**src/rtl/csa_pkg.sv**
```systemverilog
// Shared defaults and arithmetic helpers for the segmented final CPA
// that resolves the reduction tree's SUM/CARRY rows.
package csa_pkg;

  localparam int CSA_WIDTH = 64;
  localparam int CSA_SEG   = 16;
  localparam int CSA_TAG_W = 4;

  // Widest segment the shared adder helper handles; callers zero-extend
  // their segment operands into this width and slice {cout, sum} back out.
  localparam int CSA_ADD_W = 256;

  // Number of pipeline stages: one segment resolved per stage.
  function automatic int csa_stages(input int width, input int seg);
    return width / seg;
  endfunction

  // Segment add: a + b + cin. For a SEG-bit segment held in the low bits,
  // bit SEG of the result is the carry-out and bits [SEG-1:0] the sum.
  function automatic logic [CSA_ADD_W:0] csa_seg_add(
    input logic [CSA_ADD_W-1:0] a,
    input logic [CSA_ADD_W-1:0] b,
    input logic                 cin
  );
    logic [CSA_ADD_W:0] w_total;
    w_total = {1'b0, a} + {1'b0, b} + {{CSA_ADD_W{1'b0}}, cin};
    return w_total;
  endfunction

endpackage

```
**src/rtl/csa_seg_stage.sv**
```systemverilog
// One stage of the segmented carry-propagate adder: adds segment IDX of the
// operand rows plus the incoming carry, and registers the partial result,
// the segment carry, the remaining operands, the tag and a valid bit.
module csa_seg_stage
  import csa_pkg::*;
#(
  parameter int WIDTH  = CSA_WIDTH,
  parameter int SEG    = CSA_SEG,
  parameter int TAG_W  = CSA_TAG_W,
  parameter int IDX    = 0,
  parameter int STAGES = 4
) (
  input  logic             clk,
  input  logic             rst_n,
  input  logic             i_valid,
  input  logic             i_adv,
  input  logic [WIDTH-1:0] i_sum,
  input  logic [WIDTH:0]   i_car,
  input  logic [WIDTH-1:0] i_res,
  input  logic             i_cy,
  input  logic [TAG_W-1:0] i_tag,
  output logic             o_valid,
  output logic [WIDTH-1:0] o_sum,
  output logic [WIDTH:0]   o_car,
  output logic [WIDTH-1:0] o_res,
  output logic             o_cy,
  output logic [TAG_W-1:0] o_tag
);

  localparam int LSB     = IDX * SEG;
  // The last stage folds the shifted-out carry-row MSB into its carry flag,
  // so that register directly becomes the overflow output.
  localparam bit IS_LAST = (IDX == STAGES - 1);

  logic             r_v;
  logic [WIDTH-1:0] r_sum;
  logic [WIDTH:0]   r_car;
  logic [WIDTH-1:0] r_res;
  logic             r_cy;
  logic [TAG_W-1:0] r_tag;

  logic [CSA_ADD_W-1:0] w_a;
  logic [CSA_ADD_W-1:0] w_b;
  logic [CSA_ADD_W:0]   w_add;
  logic [WIDTH-1:0]     w_res_nxt;
  logic                 w_cy_nxt;
  logic                 w_add_unused;

  // Segment adder: resolve this stage's segment and splice it into the result.
  always_comb begin
    w_a                   = '0;
    w_b                   = '0;
    w_a[SEG-1:0]          = i_sum[LSB +: SEG];
    w_b[SEG-1:0]          = i_car[LSB +: SEG];
    w_add                 = csa_seg_add(w_a, w_b, i_cy);
    w_res_nxt             = i_res;
    w_res_nxt[LSB +: SEG] = w_add[SEG-1:0];
    w_cy_nxt              = w_add[SEG] | (IS_LAST && i_car[WIDTH]);
  end

  assign w_add_unused = ^w_add;

  // Stage register: refills whenever the stage advances; payload only on a real entry.
  always_ff @(posedge clk or negedge rst_n) begin
    if (!rst_n) begin
      r_v   <= 1'b0;
      r_sum <= '0;
      r_car <= '0;
      r_res <= '0;
      r_cy  <= 1'b0;
      r_tag <= '0;
    end else if (i_adv) begin
      r_v <= i_valid;
      if (i_valid) begin
        r_sum <= i_sum;
        r_car <= i_car;
        r_res <= w_res_nxt;
        r_cy  <= w_cy_nxt;
        r_tag <= i_tag;
      end
    end
  end

  assign o_valid = r_v;
  assign o_sum   = r_sum;
  assign o_car   = r_car;
  assign o_res   = r_res;
  assign o_cy    = r_cy;
  assign o_tag   = r_tag;

endmodule

```
**src/rtl/csa_final_adder_pipe.sv**
```systemverilog
// Pipelined segmented final adder: turns the reduction tree's SUM row and
// CARRY row (weighted <<1) into one binary result, one segment per stage,
// with valid/ready handshakes on both sides and collapsing bubbles.
module csa_final_adder_pipe
  import csa_pkg::*;
#(
  parameter int WIDTH = CSA_WIDTH,
  parameter int SEG   = CSA_SEG,
  parameter int TAG_W = CSA_TAG_W
) (
  input  logic             clk,
  input  logic             rst_n,
  input  logic             in_valid,
  output logic             in_ready,
  input  logic [WIDTH-1:0] in_sum,
  input  logic [WIDTH-1:0] in_carry,
  input  logic             in_cin,
  input  logic [TAG_W-1:0] in_tag,
  output logic             out_valid,
  input  logic             out_ready,
  output logic [WIDTH-1:0] out_result,
  output logic             out_ovf,
  output logic [TAG_W-1:0] out_tag
);

  localparam int STAGES = csa_stages(WIDTH, SEG);

  // Index k is the input of stage k; index STAGES is the last stage's output.
  logic [STAGES:0]  w_vc;
  logic [STAGES:0]  w_cy;
  logic [STAGES:0]  w_adv;
  logic [WIDTH-1:0] w_sum [STAGES+1];
  logic [WIDTH:0]   w_car [STAGES+1];
  logic [WIDTH-1:0] w_res [STAGES+1];
  logic [TAG_W-1:0] w_tag [STAGES+1];
  logic             w_ops_unused;

  assign w_vc[0]  = in_valid;
  assign w_sum[0] = in_sum;
  assign w_car[0] = {in_carry, 1'b0};
  assign w_res[0] = '0;
  assign w_cy[0]  = in_cin;
  assign w_tag[0] = in_tag;

  // Advance chain: a stage moves when it is empty or the stage after it moves.
  always_comb begin
    w_adv         = '0;
    w_adv[STAGES] = out_ready;
    for (int k = STAGES - 1; k >= 0; k--) begin
      w_adv[k] = !w_vc[k+1] || w_adv[k+1];
    end
  end

  generate
    for (genvar g = 0; g < STAGES; g++) begin : g_stage
      csa_seg_stage #(
        .WIDTH  (WIDTH),
        .SEG    (SEG),
        .TAG_W  (TAG_W),
        .IDX    (g),
        .STAGES (STAGES)
      ) u_stage (
        .clk     (clk),
        .rst_n   (rst_n),
        .i_valid (w_vc[g]),
        .i_adv   (w_adv[g]),
        .i_sum   (w_sum[g]),
        .i_car   (w_car[g]),
        .i_res   (w_res[g]),
        .i_cy    (w_cy[g]),
        .i_tag   (w_tag[g]),
        .o_valid (w_vc[g+1]),
        .o_sum   (w_sum[g+1]),
        .o_car   (w_car[g+1]),
        .o_res   (w_res[g+1]),
        .o_cy    (w_cy[g+1]),
        .o_tag   (w_tag[g+1])
      );
    end
  endgenerate

  // Operands are fully consumed by the last stage.
  assign w_ops_unused = ^{w_sum[STAGES], w_car[STAGES]};

  assign in_ready   = w_adv[0];
  assign out_valid  = w_vc[STAGES];
  assign out_result = w_res[STAGES];
  assign out_ovf    = w_cy[STAGES];
  assign out_tag    = w_tag[STAGES];

endmodule
```
**config.mk**
```make
export PLATFORM = sky130hd
export DESIGN_NAME = csa_final_adder_pipe
export DESIGN_NICKNAME = d
export VERILOG_FILES = /design/src/rtl/csa_pkg.sv /design/src/rtl/csa_seg_stage.sv /design/src/rtl/csa_final_adder_pipe.sv
export SDC_FILE = /design/constraint.sdc
export NUM_CORES = 1
export LEC_CHECK = 0
export ABC_AREA = 1
export BUFFER_PORTS_ARGS = -buffer_cell sky130_fd_sc_hd__buf_2
export CORE_UTILIZATION = 58
export DETAILED_ROUTE_END_ITERATION = 10
export PLACE_DENSITY_LB_ADDON = 0.2
export SYNTH_ARGS = -nofsm -noshare
export SYNTH_HDL_FRONTEND = slang
export SYNTH_HIERARCHICAL = 1
export SYNTH_SLANG_ARGS = --single-unit
```
**constraint.sdc**
```tcl
create_clock -name clk -period 5.13 [get_ports clk]
set_input_delay 1.026 -clock clk [delete_from_list [all_inputs] [get_ports clk]]
set_output_delay 1.026 -clock clk [all_outputs]
set_load 0.01 [all_outputs]
```
Word level (Yosys, flattened, before mapping)
Index checks and enable logic that the tools add are counted.
Widths: inputs -> output; s select.

storage, ports and cells
  register bits = 568
  input bits = 137
  output and inout bits = 71
  word-level logic and storage cells = 43

cells by class
  bitwise logic cells = 1
  add/sub/neg operators = 8
  reductions and logical operators = 12

operators with widths
  kind              count
  $add 16x16->17    4
  $add 17x1->17     4
  $reduce_and 2->1  4
  $logic_not 1->1   4
  $logic_or 1x1->1  4
  $or 1x1->1        1

Logic depth before layout (Yosys ltp)
  depth after elaboration = 6
  depth in mapped cells = 12

Modules after synthesis
Netlist, hierarchy kept.

by module, submodules not included
  module                                   area each (µm²)  cells each  sequential area each (µm²)  times used
  csa_seg_stage at g_stage[0].u_stage ...  8410.6           1015        4979.8                      3
  csa_seg_stage at g_stage[3].u_stage      8471.9           1027        4979.8                      1
  csa_final_adder_pipe                     32.5             7           0.0                         1

Least setup slack after synthesis
No wires, ideal clock.

  kind = input to register
  start = in in_sum[0]
  end = reg g_stage[0].u_stage.r_res[8]
  stages on the path = 10
  required time = 5.014 ns
  data arrival time = 2.451 ns
  setup time = 0.116 ns
  path slack = 2.562 ns
  cell sequence = fa_1 -> fa_1 -> nand2_1 -> nand2_1 -> and2_4 -> nand2_2 -> nand2_2 -> xor2_1 -> nand2_1 -> nand2_1

between the ends
  cells in the longest elaborated chain, start to end = 2

RTL lines
  item                  RTL line                    RTL
  from (decl)           csa_final_adder_pipe.sv:15  input logic [WIDTH-1:0] in_sum,
  $add 16x16->17        csa_pkg.sv:26               w_total = {1'b0, a} + {1'b0, b} + {{CSA_ADD_W{1'b0}}, cin};
  $add 17x1->17         csa_pkg.sv:26
  to (signal assigned)  csa_seg_stage.sv:77         r_res <= w_res_nxt;
  to (decl)             csa_seg_stage.sv:38         logic [WIDTH-1:0] r_res;

Every way passes these cells.
A chain may end at the register's enable or synchronous reset.

Final worst setup path
  start = in out_ready
  end = out in_ready

between the ends
  cells in the longest elaborated chain, start to end = 4

RTL lines
  item                           RTL line                    RTL
  from (decl)                    csa_final_adder_pipe.sv:20  input logic out_ready,
  $logic_or 1x1->1 (4 in a row)  csa_final_adder_pipe.sv:50  w_adv[k] = !w_vc[k+1] || w_adv[k+1];
  to (decl)                      csa_final_adder_pipe.sv:14  output logic in_ready,

Every way passes these cells.

==> key figures <==
Run status
  – Outcome: finished, violations left
  – Failing checks: design-rule violations

Final layout
  – Most common cell after layout, fill and taps aside: nand2_1
  – Fraction of layout cells with a size suffix above 1: 13.9%
  – Layout Cells excl Fill: 2,924
  – Area Overhead vs Synth: 13.2%
  – Finished Cell Area: 20,700 µm²
  – Final net count: 2,706
  – Most frequent cells in the layout: 1,349 x nand2_1, 379 x dfrtp_1, 206 x buf_2

Die
  – Initial Utilization: 59.3%
  – Row count: 64
  – Core ar.: 30,700 µm²
  – DIE WIDTH: 179 µm
  – Boundary Pins: 208
  – Chip Height: 179 µm
  – DIE AREA: 32,200 µm²

Setup path
  – Maximum fanout along the worst path: 4
  – CP Capture Type: primary output
  – Crit Path Class: in2out
  – Reg-to-Reg End: g_stage[0].u_stage/o_res[10]$_DFFE_PN0P_
  – Startpoint types: primary input
  – RR Startpoint: g_stage[3].u_stage/o_valid$_DFFE_PN0P_
  – Worst reg-to-reg path cell count: 7
  – R2r setup slk: 2.73 ns
  – CP arrival: 1.75 ns
  – CP Data Required Time: 4.10 ns

Pwr
  – Sequential Power Share: 43.4%
  – Power Dens Cells: 471 nW/µm²
  – Design Power: 0.00973 W
  – Int Pwr: 0.00647 W
  – Sw Share: 33.5%
  – Net Switching: 0.00326 W
  – Gate power share: 27.2%
  – Leakage: 12.0 nW
  – Clock power frac: 29.3%
  – VDD IR max: 249 µV

Synth
  – Synth Instances: 2,346
  – Cell Area, Synth: 18,200 µm²
  – Syn_area_per_cell: 7.77 µm²
  – Synth Net Count: 2,551
  – Syn. warnings: 6

Min path
  – Hold Crit Endpoint: g_stage[2].u_stage/o_car[61]$_DFFE_PN0P_
  – Hold path depth: 2
  – Hold Path Class: reg2reg
  – Worst hold start: g_stage[1].u_stage/o_car[61]$_DFFE_PN0P_

STA
  – Worst Skew: 0.0101 ns
  – Final worst-path cycle share: 54.2%
  – # setup viols final: 0
  – Unrepaired setup endpoints after global routing: false
  – Worst slew margin: 15.2%
  – Slew Limit Fails: 0
  – Final TNS setup: 0 ns
  – Min Tclk post-route: 2.78 ns
  – Worst slew pin tran: 1.27 ns
  – Fin. Hold Viols: 0
  – Fmax: 0.360 GHz

Clock tree
  – Post-CTS Setup Inserts: 0
  – Clk pin slew, worst setup/hold paths: 0.06 ns
  – Clock buffer depth: 3
  – CTS H-tree lvls: 2
  – Post-cts gate resize count: 0
  – Hold Buf Count CTS: 0
  – Worst-Skew Late Latency: 0.52 ns
  – Root Driver: clkbuf_16
  – Clock tree sinks: 379
  – CTS tree: built
  – CTS buffer count: 40

Detailed routing
  – Post-Route WL: 39,700 µm
  – Iter 0 DRT Violations: 859
  – Drt via density: 5.02
  – Routed wire length per instance: 13.6 µm
  – Remaining antenna violation count after routing: 0
  – Pre-antenna DRT Iters: 8
  – Via Count: 14,693
  – DRC violations left: 16

Place
  – Routability cong.: 0.867
  – DP Wirelength: 26,400 µm
  – Placed cells: 2,855
  – Dpl cell area: 19,300 µm²
  – Input/output buffers: 207

Global route
  – Initial antenna violation count: 3
  – Number of global-route vias before repair: 14,196
  – GRT Overall Usage: 25.8%
  – Total congestion overflow: 0
  – First-pass GRT wire length: 66,800 µm
  – Pin count of the biggest net entering global routing: 117

Run
  – Max-Cap Viols: 0
==> flip-flops by register name, summed over array words and instances, names as in the netlist <==
register                 cells
g_stage.u_stage/o_tag       16
g_stage.u_stage/o_sum       96
g_stage.u_stage/o_valid      4
g_stage.u_stage/o_cy         4
g_stage.u_stage/o_car       99
g_stage.u_stage/o_res      160
==> how the worst max path moves through the flow <==
stage | from | to | cells past startpoint
final | out_ready | in_ready | 4
after global routing | out_ready | g_stage[1].u_stage/o_sum[61]$_DFFE_PN0P_ | 8
after CTS | out_ready | in_ready | 4
after detailed placement | out_ready | g_stage[1].u_stage/o_res[9]$_DFFE_PN0P_ | 8
after global placement | out_ready | g_stage[1].u_stage/o_res[15]$_DFFE_PN0P_ | 8
after floorplan | in_sum[0] | g_stage[0].u_stage/o_res[8]$_DFFE_PN0P_ | 10
==> final cells by class <==
| cell class | instances | area [µm²] |
|---|---|---|
| Sequential cell | 379 | 9480 |
| Clock buffer | 57 | 1180 |
| Fill cell | 2714 | 10100 |
| Clock inverter | 10 | 125 |
| Antenna cell | 2 | 5.00 |
| Timing Repair Buffer | 218 | 1150 |
| Multi-Input combinational cell | 1700 | 7600 |
| Tap cell | 396 | 495 |
| Inverter | 162 | 612 |
==> power groups by stage <==
stage / Clock (W) / Sequential, W / Combinational, W
2_1_floorplan: 0 / 0.00426 / 0.00178
3_3_place_gp: 0 / 0.00424 / 0.00258
3_5_place_dp: 0 / 0.00426 / 0.00265
4_1_cts: 0.00292 / 0.00422 / 0.00268
5_1_grt: 0.00304 / 0.00432 / 0.00306
6_report: 0.00285 / 0.00423 / 0.00265
==> worst max-delay path, stage by stage <==
cell     delay [ns]
buf_2          0.12
nor2_2         0.16
nand4_1        0.20
buf_2          0.24
==> per-stage QoR <==
stage | setup slack (ns) | hold slack (ns) | util, %
6_report | 2.35 | 0.464 | 67.2
5_1_grt | 2.26 | 0.490 | 67.2
4_1_cts | 2.35 | 0.466 | 67.1
3_5_place_dp | 1.92 | 0.450 | 62.9
3_3_place_gp | 1.99 | 0.449 | 62.9
2_1_floorplan | 2.56 | 0.441 | -
==> metal layers <==
| layer | GRT usage, % | share of wire (%) | vias to the layer above | routed length [µm] |
|---|---|---|---|---|
| met5 | 0 | 0 | - | 0 |
| met4 | 8.82 | 2.9 | 0 | 1170 |
| met3 | 3.27 | 3.7 | 72 | 1480 |
| met2 | 44.3 | 48 | 290 | 19200 |
| met1 | 33.9 | 45 | 6902 | 17900 |
| li1 | - | - | 7429 | - |
(Power assumes the default switching activity.)
